--- config.mk ---
export PLATFORM = sky130hd
export DESIGN_NAME = axi4_master_rd_burst
export DESIGN_NICKNAME = d
export VERILOG_FILES = /design/src/rtl/axi4_master_rd_burst.sv
export SDC_FILE = /design/constraint.sdc
export NUM_CORES = 1
export LEC_CHECK = 0
export BUFFER_PORTS_ARGS = -buffer_cell sky130_fd_sc_hd__buf_4
export CORE_MARGIN = 4
export CORE_UTILIZATION = 49
export DETAILED_ROUTE_END_ITERATION = 12
export PLACE_DENSITY_LB_ADDON = 0.2
export SYNTH_ARGS = -nofsm -noshare
export SYNTH_HDL_FRONTEND = slang
export SYNTH_SLANG_ARGS = --single-unit
--- constraint.sdc ---
create_clock -name aclk -period 6.2 [get_ports aclk]
set_clock_uncertainty 0.1 [all_clocks]
set_input_delay 0.31 -clock aclk [delete_from_list [all_inputs] [get_ports aclk]]
set_output_delay 0.31 -clock aclk [all_outputs]
set_load 0.01 [all_outputs]
--- src/rtl/axi4_master_rd_burst.sv ---
// ---------------------------------------------------------------------------
// axi4_master_rd_burst
//
// Purpose:
//   Command-driven AXI4 read initiator. One command (start address, beat
//   count) becomes a sequence of INCR read bursts. Each burst is at most 256
//   beats and never crosses a 4 KB boundary. Only one burst is outstanding at
//   a time. Returned read data passes straight through to a valid/ready
//   output port with no buffering.
//
// Ports:
//   aclk, aresetn         clock, asynchronous active-low reset
//   cmd_valid/cmd_ready   command handshake
//   cmd_addr, cmd_beats   start byte address (aligned internally), beat count
//   m_axi_ar*             AXI4 read-address channel (initiator side)
//   m_axi_r*              AXI4 read-data channel (initiator side)
//   out_data/out_valid/out_ready/out_last   read data stream
//   done                  one-cycle pulse when a command completes
//   err                   sticky: [0] bad rresp, [1] bad rid, [2] rlast mismatch
//   busy                  high whenever the FSM is not idle
// ---------------------------------------------------------------------------
module axi4_master_rd_burst #(
    parameter int          AXI_ID_WIDTH   = 8,
    parameter int          AXI_ADDR_WIDTH = 32,
    parameter int          AXI_DATA_WIDTH = 64,
    parameter int          AXI_USER_WIDTH = 1,
    parameter int unsigned AR_ID          = 0
) (
    input  logic                      aclk,
    input  logic                      aresetn,
    // command port
    input  logic                      cmd_valid,
    output logic                      cmd_ready,
    input  logic [AXI_ADDR_WIDTH-1:0] cmd_addr,
    input  logic [15:0]               cmd_beats,
    // AXI4 AR channel
    output logic [AXI_ID_WIDTH-1:0]   m_axi_arid,
    output logic [AXI_ADDR_WIDTH-1:0] m_axi_araddr,
    output logic [7:0]                m_axi_arlen,
    output logic [2:0]                m_axi_arsize,
    output logic [1:0]                m_axi_arburst,
    output logic                      m_axi_arlock,
    output logic [3:0]                m_axi_arcache,
    output logic [2:0]                m_axi_arprot,
    output logic [3:0]                m_axi_arqos,
    output logic [3:0]                m_axi_arregion,
    output logic [AXI_USER_WIDTH-1:0] m_axi_aruser,
    output logic                      m_axi_arvalid,
    input  logic                      m_axi_arready,
    // AXI4 R channel
    input  logic [AXI_ID_WIDTH-1:0]   m_axi_rid,
    input  logic [AXI_DATA_WIDTH-1:0] m_axi_rdata,
    input  logic [1:0]                m_axi_rresp,
    input  logic                      m_axi_rlast,
    input  logic [AXI_USER_WIDTH-1:0] m_axi_ruser,
    input  logic                      m_axi_rvalid,
    output logic                      m_axi_rready,
    // output stream
    output logic [AXI_DATA_WIDTH-1:0] out_data,
    output logic                      out_valid,
    input  logic                      out_ready,
    output logic                      out_last,
    // status
    output logic                      done,
    output logic [2:0]                err,
    output logic                      busy
);

    localparam int BYTES = AXI_DATA_WIDTH / 8;
    localparam int SIZE  = $clog2(BYTES);
    localparam logic [AXI_ADDR_WIDTH-1:0] ALIGN_MASK = {AXI_ADDR_WIDTH{1'b1}} << SIZE;

    typedef enum logic [1:0] {
        S_IDLE,
        S_AR,
        S_R,
        S_DONE
    } state_t;

    state_t                      state_q, state_d;
    logic [AXI_ADDR_WIDTH-1:0]   araddr_q, araddr_d;
    logic [7:0]                  arlen_q, arlen_d;
    logic [2:0]                  arsize_q, arsize_d;
    logic [1:0]                  arburst_q, arburst_d;
    logic [15:0]                 rem_q, rem_d;      // beats left in the command
    logic [8:0]                  blen_q, blen_d;    // length of current burst
    logic [8:0]                  bcnt_q, bcnt_d;    // beats left in current burst
    logic [2:0]                  err_q, err_d;

    logic [AXI_ADDR_WIDTH-1:0]   next_addr;
    logic [15:0]                 rem_dec;
    logic [AXI_ADDR_WIDTH-1:0]   sel_addr;
    logic [15:0]                 sel_rem;
    logic [8:0]                  blen_new;
    logic                        load_ar;
    logic                        r_beat;

    // Burst length: the smallest of remaining beats, 256, and the beats left
    // before the next 4 KB boundary.
    function automatic logic [8:0] calc_blen(input logic [11:0] a_lo, input logic [15:0] r);
        logic [12:0] room_bytes;
        logic [12:0] room_beats;
        logic [8:0]  cap;
        room_bytes = 13'd4096 - {1'b0, a_lo};
        room_beats = room_bytes >> SIZE;
        cap        = (r > 16'd256) ? 9'd256 : r[8:0];
        if (room_beats < {4'b0, cap}) begin
            cap = room_beats[8:0];
        end
        return cap;
    endfunction

    // Address/count feeding the next AR: the command itself when leaving
    // IDLE, otherwise the continuation after the burst that just finished.
    assign next_addr = araddr_q + (AXI_ADDR_WIDTH'(blen_q) << SIZE);
    assign rem_dec   = rem_q - 16'd1;
    assign sel_addr  = (state_q == S_IDLE) ? (cmd_addr & ALIGN_MASK) : next_addr;
    assign sel_rem   = (state_q == S_IDLE) ? cmd_beats : rem_dec;
    assign blen_new  = calc_blen(sel_addr[11:0], sel_rem);
    assign r_beat    = m_axi_rvalid & out_ready;

    always_comb begin
        state_d       = state_q;
        araddr_d      = araddr_q;
        arlen_d       = arlen_q;
        arsize_d      = arsize_q;
        arburst_d     = arburst_q;
        rem_d         = rem_q;
        blen_d        = blen_q;
        bcnt_d        = bcnt_q;
        err_d         = err_q;
        load_ar       = 1'b0;
        cmd_ready     = 1'b0;
        m_axi_arvalid = 1'b0;
        m_axi_rready  = 1'b0;
        out_valid     = 1'b0;
        out_last      = 1'b0;
        done          = 1'b0;

        case (state_q)
            S_IDLE: begin
                cmd_ready = 1'b1;
                if (cmd_valid) begin
                    rem_d = cmd_beats;
                    err_d = 3'b000;
                    if (cmd_beats == 16'd0) begin
                        state_d = S_DONE;
                    end else begin
                        state_d = S_AR;
                        load_ar = 1'b1;
                    end
                end
            end
            S_AR: begin
                m_axi_arvalid = 1'b1;
                if (m_axi_arready) begin
                    state_d = S_R;
                end
            end
            S_R: begin
                m_axi_rready = out_ready;
                out_valid    = m_axi_rvalid;
                out_last     = m_axi_rvalid & (rem_q == 16'd1);
                if (r_beat) begin
                    // rlast is only audited; the burst ends on the counter.
                    err_d  = err_q | {m_axi_rlast != (bcnt_q == 9'd1),
                                      m_axi_rid != AXI_ID_WIDTH'(AR_ID),
                                      m_axi_rresp != 2'b00};
                    bcnt_d = bcnt_q - 9'd1;
                    rem_d  = rem_dec;
                    if (bcnt_q == 9'd1) begin
                        if (rem_dec != 16'd0) begin
                            state_d = S_AR;
                            load_ar = 1'b1;
                        end else begin
                            state_d = S_DONE;
                        end
                    end
                end
            end
            S_DONE: begin
                done    = 1'b1;
                state_d = S_IDLE;
            end
            default: state_d = S_IDLE;
        endcase

        if (load_ar) begin
            araddr_d  = sel_addr;
            arlen_d   = 8'(blen_new - 9'd1);
            arsize_d  = 3'(SIZE);
            arburst_d = 2'b01;
            blen_d    = blen_new;
            bcnt_d    = blen_new;
        end
    end

    always_ff @(posedge aclk or negedge aresetn) begin
        if (!aresetn) begin
            state_q   <= S_IDLE;
            araddr_q  <= '0;
            arlen_q   <= '0;
            arsize_q  <= '0;
            arburst_q <= '0;
            rem_q     <= '0;
            blen_q    <= '0;
            bcnt_q    <= '0;
            err_q     <= '0;
        end else begin
            state_q   <= state_d;
            araddr_q  <= araddr_d;
            arlen_q   <= arlen_d;
            arsize_q  <= arsize_d;
            arburst_q <= arburst_d;
            rem_q     <= rem_d;
            blen_q    <= blen_d;
            bcnt_q    <= bcnt_d;
            err_q     <= err_d;
        end
    end

    assign m_axi_arid     = AXI_ID_WIDTH'(AR_ID);
    assign m_axi_araddr   = araddr_q;
    assign m_axi_arlen    = arlen_q;
    assign m_axi_arsize   = arsize_q;
    assign m_axi_arburst  = arburst_q;
    assign m_axi_arlock   = 1'b0;
    assign m_axi_arcache  = 4'b0000;
    assign m_axi_arprot   = 3'b000;
    assign m_axi_arqos    = 4'b0000;
    assign m_axi_arregion = 4'b0000;
    assign m_axi_aruser   = '0;

    assign out_data = m_axi_rdata;
    assign err      = err_q;
    assign busy     = (state_q != S_IDLE);

    // ruser carries nothing this initiator needs.
    logic unused_ruser;
    assign unused_ruser = ^m_axi_ruser;

endmodule

## Yosys cells after proc, flatten, opt, wreduce, memory -nomap -nowiden

Cells that the tools add are included.
Widths: inputs -> output; s select.

| storage, ports and cells | value |
|---|---|
| register bits | 81 |
| output and inout port bits | 144 |
| bits of input ports | 130 |
| logic and storage cells | 73 |

| operators by class | value |
|---|---|
| order comparisons | 2 |
| bitwise gates (word level) | 3 |
| equal/unequal tests | 10 |
| add/subtract/negate cells | 5 |
| reductions and logical operators | 12 |
| muxes and demuxes | 32 |

Operators by type and width:

| cell | number |
|---|---|
| $mux 16 | 3 |
| $mux 9 | 5 |
| $add 32x12->32 | 1 |
| $mux 32 | 1 |
| $pmux 16 s2 | 1 |
| $eq 16x1->1 const B | 1 |
| $gt 16x9->1 const B | 1 |
| $logic_not 16->1 | 1 |
| $reduce_bool 16->1 | 1 |
| $sub 16x1->16 const B | 1 |
| $sub 13x12->13 const A | 1 |
| $mux 2 | 6 |
| $mux 1 | 11 |
| $lt 10x9->1 | 1 |
| $reduce_bool 2->1 | 5 |
| $eq 9x1->1 const B | 1 |
| $sub 9x1->9 const B | 1 |
| $ne 2x2->1 const B | 4 |
| $pmux 2 s4 | 1 |
| $reduce_bool 8->1 | 1 |
| $sub 8x1->8 const B | 1 |
| $mux 3 | 2 |
| $pmux 3 s2 | 1 |
| $eq 2x2->1 const B | 2 |
| 9 further kinds | 10 |

## Logic depth before layout (Yosys ltp)

| depth | value |
|---|---|
| depth in word-level cells | 8 |
| mapped depth | 26 |
| gate-level depth less buffers | 24 |

## Worst setup path after synthesis

No wires, ideal clock.

| timing path | value |
|---|---|
| path kind | register to register |
| start | register rem_q[0] |
| end | register arlen_q[6] (netlist: m_axi_arlen[6]) |
| stages on the path, launching flop included | 27 |
| period minus slack after synthesis | 5.058 ns |
| path buffers | 2 |
| path slack | 1.142 ns |
| arrival time | 4.828 ns |
| required time | 5.970 ns |
| setup time | 0.130 ns |
| cells stage by stage | dfrtp_1 -> inv_1 -> ha_1 -> nor3b_1 -> xnor2_1 -> a31o_1 -> nor4b_2 -> o32a_1 -> buf_2 -> o211ai_1 -> ha_1 -> a21o_1 -> a21o_1 -> a21o_1 -> a211oi_1 -> o21ai_1 -> a31o_1 -> or2_1 -> buf_6 -> mux2i_1 -> ha_1 -> inv_1 -> nor2_1 -> nand2_1 -> mux2i_1 -> xor2_1 -> o21ai_1 |

| on the way | value |
|---|---|
| longest elaborated chain between the ends | 7 |
| elaborated cells on any way between the ends | 12 |
| classes of those cells | add/sub: 2; order compare: 2; mux: 7; reduce/logical: 1 |

RTL lines:

| what | line | source |
|---|---|---|
| start, declared | 85 | `logic [15:0] rem_q, rem_d;` |
| start signal, assigned | 215 | `rem_q <= rem_d;` |
| $sub 16x1->16 (*) | 116 | `assign rem_dec = rem_q - 16'd1;` |
| $mux 16 | 118 | `assign sel_rem = (state_q == S_IDLE) ? cmd_beats : rem_dec;` |
| $gt 16x9->1 | 106 | `cap = (r > 16'd256) ? 9'd256 : r[8:0];` |
| $mux 9 | 106 |  |
| $lt 10x9->1 | 107 | `if (room_beats < {4'b0, cap}) begin` |
| $mux 9 | 107 |  |
| $sub 8x1->8 | 190 | `arlen_d = 8'(blen_new - 9'd1);` |
| end signal, assigned | 212 | `arlen_q <= arlen_d;` |
| end, declared | 82 | `logic [7:0] arlen_q, arlen_d;` |

Mark *: on every way between the ends. The rest lies on a longest branch, timed or not.
A chain may end at the register's enable or synchronous reset.

## Worst setup path in the final report

| timing path | value |
|---|---|
| start | register state_q[0] |
| end | register arlen_q[6] (netlist: m_axi_arlen[6]) |

| on the way | value |
|---|---|
| longest elaborated chain between the ends | 7 |
| elaborated cells on any way between the ends | 11 |
| classes of those cells | add/sub: 2; order compare: 2; eq/ne: 1; mux: 5; reduce/logical: 1 |

RTL lines:

| what | line | source |
|---|---|---|
| start, declared | 80 | `state_t state_q, state_d;` |
| start signal, assigned | 210 | `state_q <= state_d;` |
| $logic_not 2->1 | 117, 118, 140 |  |
| $mux 16 | 118 |  |
| $gt 16x9->1 | 106 |  |
| $mux 9 | 106 |  |
| $lt 10x9->1 | 107 |  |
| $mux 9 | 107 |  |
| $sub 8x1->8 | 190 |  |

Several ways; a longest one is shown, not always the timed one.

==> summary.txt <==
Run status
  – Status: completed

Global route
  – Initial antenna violation count: 0
  – Overflow after GRT: 0
  – M3 GR Usage: 4.71%
  – M2 GR Usage: 45.6%
  – GRT met1 Usage: 33.0%
  – Vias in the first global route: just under 6000
  – GRT busiest layer: met2
  – Largest net degree at the start of global routing: between 80 and 90
  – GRT Total Usage: between 20% and 30%
  – First-pass GRT wire length: 31300 microns

Min path
  – Hold Path Class: input port to asynchronous set/reset pin

Yosys
  – Post-Syn Area: between 6000 and 7000 sq um
  – Ys Warns: 0
  – Syn Inst Count: between 700 and 800
  – Ys flop type: dfrtp_1
  – Seq/Total Area, Yosys: 30.7%
  – Asr flop ratio synth: 100%
  – Flops & latches, synth: 80
  – Synth unique cells: 82
  – Syn Area/Cell: 8.20 sq um
  – EDFF count, synth: 0

Clock tree
  – Post-CTS Setup Inserts: 0
  – CTS tree: built
  – Reg clk slew, reported paths: 0.07 ns
  – Clk root buf: clkbuf_16
  – Post-CTS Hold Fix Bufs: 0
  – Clock Path Buffers: 2
  – Clock buffer count from CTS: 9
  – Total clock sinks: 80
  – Htree depth: 3
  – Clk Latency, worst-skew pair: 0.35 ns
  – Post-CTS Resized: 0

Detailed routing
  – Vias: 5975
  – Routed WL per cell: 20.2 microns
  – DRT iter0 DRCs: 393
  – Initial DRT Pass Iterations: 5
  – DRC: 0
  – DRT Wirelength: 20200 microns
  – Final ANT Viol Nets: 0
  – Via-per-instance ratio: approximately 6

Floorplanning
  – Die ar.: 15200 sq um
  – Row count: 41
  – Core Area: 12800 sq um
  – Die Ht: 123 microns
  – Initial Utilization: 50.9%
  – Io pins: 274
  – Die X: 123 microns

Pwr
  – Power Dens Cells: ~700 nW/um^2
  – Leakage: 0.00313 uW
  – VDD IR max: 346 uV

Timing
  – Final hold vios: 0
  – Minimum clock period: 5.54 ns
  – Fmax: 181 MHz
  – Fin crit share: 89.3%
  – Final-report setup violation count: 0
  – Final TNS setup: 0 ns
  – Worst Max-Slew Pin Slew: ~1.1 ns
  – Unrepaired setup endpoints after global routing: false
  – Max_slew headroom: 25.3%
  – Max Slew Vio Count: 0

Cells and area
  – Multi-input combinational cell area: 3660 sq um
  – Ant diodes: 0
  – Final nets: 977
  – Finished layout cell area: 7200 sq um
  – Commonest non-fill, non-tap cell in the layout: buf_4
  – Most frequent cells in the layout: buf_4, dfrtp_1, nand2_1
  – Util after Layout: 56.1%
  – Fill cells: about 1200
  – Share of layout cells above drive strength 1: 19.9%
  – Reg area: 2000 sq um
  – Layout area overhead: 10.2%

Placement
  – Placed instance area: between 6000 and 7000 sq um
  – Final HPWL DP: ~15000 microns
  – Routability Congestion: roughly 0.96
  – Number of I/O port buffers: between 100 and 150

Worst setup path
  – CP endpoint kind: flop
  – Top delay family on crit path: compound AO/OA/AOI/OAI gates
  – CP most frequent cell: a21o_1
  – Reg2reg start: state_q[0]
  – Reg2Reg Depth: 24
  – WP buf/inv: 3
  – CP max stage delay: about 0.54 ns
  – Crit-path max FO: 18
  – Reg2Reg Setup Slack: about 0.66 ns
  – RR Endpoint: m_axi_arlen[6]
  – Worst EP required: 6.30 ns
  – CP arrival: 5.63 ns
  – Crit-path cells: or2_1 > buf_4 > inv_6 > nand4_1 > a211o_1 > nor4b_2 > o32a_1 > o211ai_1 > ha_1 > a21o_1 > a21o_1 > a21o_1 > a211oi_1 > o21ai_1 > a31o_1 > or2_1 > mux2i_1 > ha_1 > inv_1 > nor2_1 > nand2_1 > mux2i_1 > xor2_1 > o21ai_1
  – Slowest cell on crit path: dfrtp_1
  – Startpoint types: flop
  – Crit Path Category: flop to flop

Flow run
  – Number of max-cap violations: 0
## cells in the mapped netlist (4+ instances only)
cell type	instances	area share, %
a31o_1	4	0.54
a221o_1	9	1.4
a31oi_1	7	0.67
o22ai_1	12	1.1
clkbuf_1	29	1.7
mux2i_1	4	0.61
a211oi_1	8	0.92
o21ai_0	57	4.4
and3_1	6	0.57
nor3b_1	6	0.69
xor2_1	16	2.1
nor2_1	74	4.3
nand2_1	79	4.5
nor4_1	11	1.1
or3_1	5	0.48
o31ai_1	5	0.57
buf_2	5	0.38
nor2b_1	6	0.57
and2_1	14	1.3
or4_1	4	0.46
dfrtp_1	80	31
buf_4	94	11
o211ai_1	6	0.69
or2_2	4	0.38
a21oi_1	51	3.9
and4_1	4	0.54
nand4_1	9	0.86
ha_1	23	4.4
o21ai_1	5	0.38
nand3_1	18	1.4
a21o_1	11	1.3
xnor2_1	18	2.4
nor3_1	17	1.3
inv_1	23	1.3
## cells by family (layout without fill, tap and decap cells)
family | Yosys count | count (layout) | share of synthesized area, %
AO/OA/AOI/OAI | 219 | 219 | 22.8
XOR/XNOR | 34 | 34 | 4.56
adder cells (fa/ha/maj) | 24 | 24 | 4.71
buffers and inverters | 157 | 163 | 14.9
flip-flops | 80 | 80 | 30.7
multiplexers | 7 | 7 | 1.17
other | 1 | 27 | 0.0574
AND/OR/NAND/NOR | 274 | 274 | 21.1
## layer usage
layer | up-vias | share of wire (%)
li1 | 2784 | -
met1 | 2876 | 41
met3 | 43 | 6.8
met4 | 0 | 2.2
met2 | 272 | 50
met5 | - | 0
## per-stage QoR
| stage | std cells | hold slack [ns] | setup WS [ns] | total power, uW |
|---|---|---|---|---|
| 3_3_place_gp | 984 | 0.369 | 0.714 | 4510 |
| 5_1_grt | 1000 | 0.100 | 0.152 | 5610 |
| 6_report | 1000 | 0.0581 | 0.662 | 5160 |
| 3_5_place_dp | 984 | 0.375 | 0.687 | 4570 |
| 4_1_cts | 1000 | 0.0883 | 0.657 | 5160 |
| 2_1_floorplan | 822 | -0.0856 | 1.14 | 3600 |
## flip-flops by register name, summed over array words and instances (netlist names)
register,flops
rem_q,16
state_q,2
m_axi_araddr,32
blen_q,9
err,3
m_axi_arlen,8
m_axi_arsize,1
bcnt_q,9
## final cells by class
cell class | count | share of cell area [%]
Inverter | 24 | 1.32
Timing Repair Buffer | 123 | 12.8
Clock inverter | 7 | 1.10
Sequential cell | 80 | 27.8
Multi-Input combinational cell | 585 | 50.8
Clock buffer | 9 | 3.13
Tap cell | 172 | 2.99
## where the power goes
| part | internal, uW | switching (uW) | leakage [uW] |
|---|---|---|---|
| sequential | 775 | 293 | 0.000954 |
| clock | 316 | 239 | 0.000144 |
| combinational | 1410 | 2130 | 0.00204 |
## worst max path at each step
stage / slack [ns] / startpoint / end / cells past startpoint
after global placement: 0.71 / state_q[0] / m_axi_arlen[6] / 24
after detailed placement: 0.69 / state_q[0] / m_axi_arlen[6] / 24
after global routing: 0.15 / rem_q[0] / m_axi_arlen[6] / 24
after floorplan: 1.14 / rem_q[0] / m_axi_arlen[6] / 26
after CTS: 0.66 / m_axi_araddr[3] / m_axi_arlen[6] / 24
final: 0.66 / state_q[0] / m_axi_arlen[6] / 24
## worst register-to-register path, delay by kind of cell (launching register included)
family / cells / cell delay (ns)
AO/OA/AOI/OAI: 10 / 1.96
adder cells (fa/ha/maj): 2 / 0.60
XOR/XNOR: 1 / 0.16
AND/OR/NAND/NOR: 6 / 1.25
flip-flops: 1 / 0.54
multiplexers: 2 / 0.37
buffers and inverters: 3 / 0.41
No activity file was read; power rests on OpenSTA's default activity.
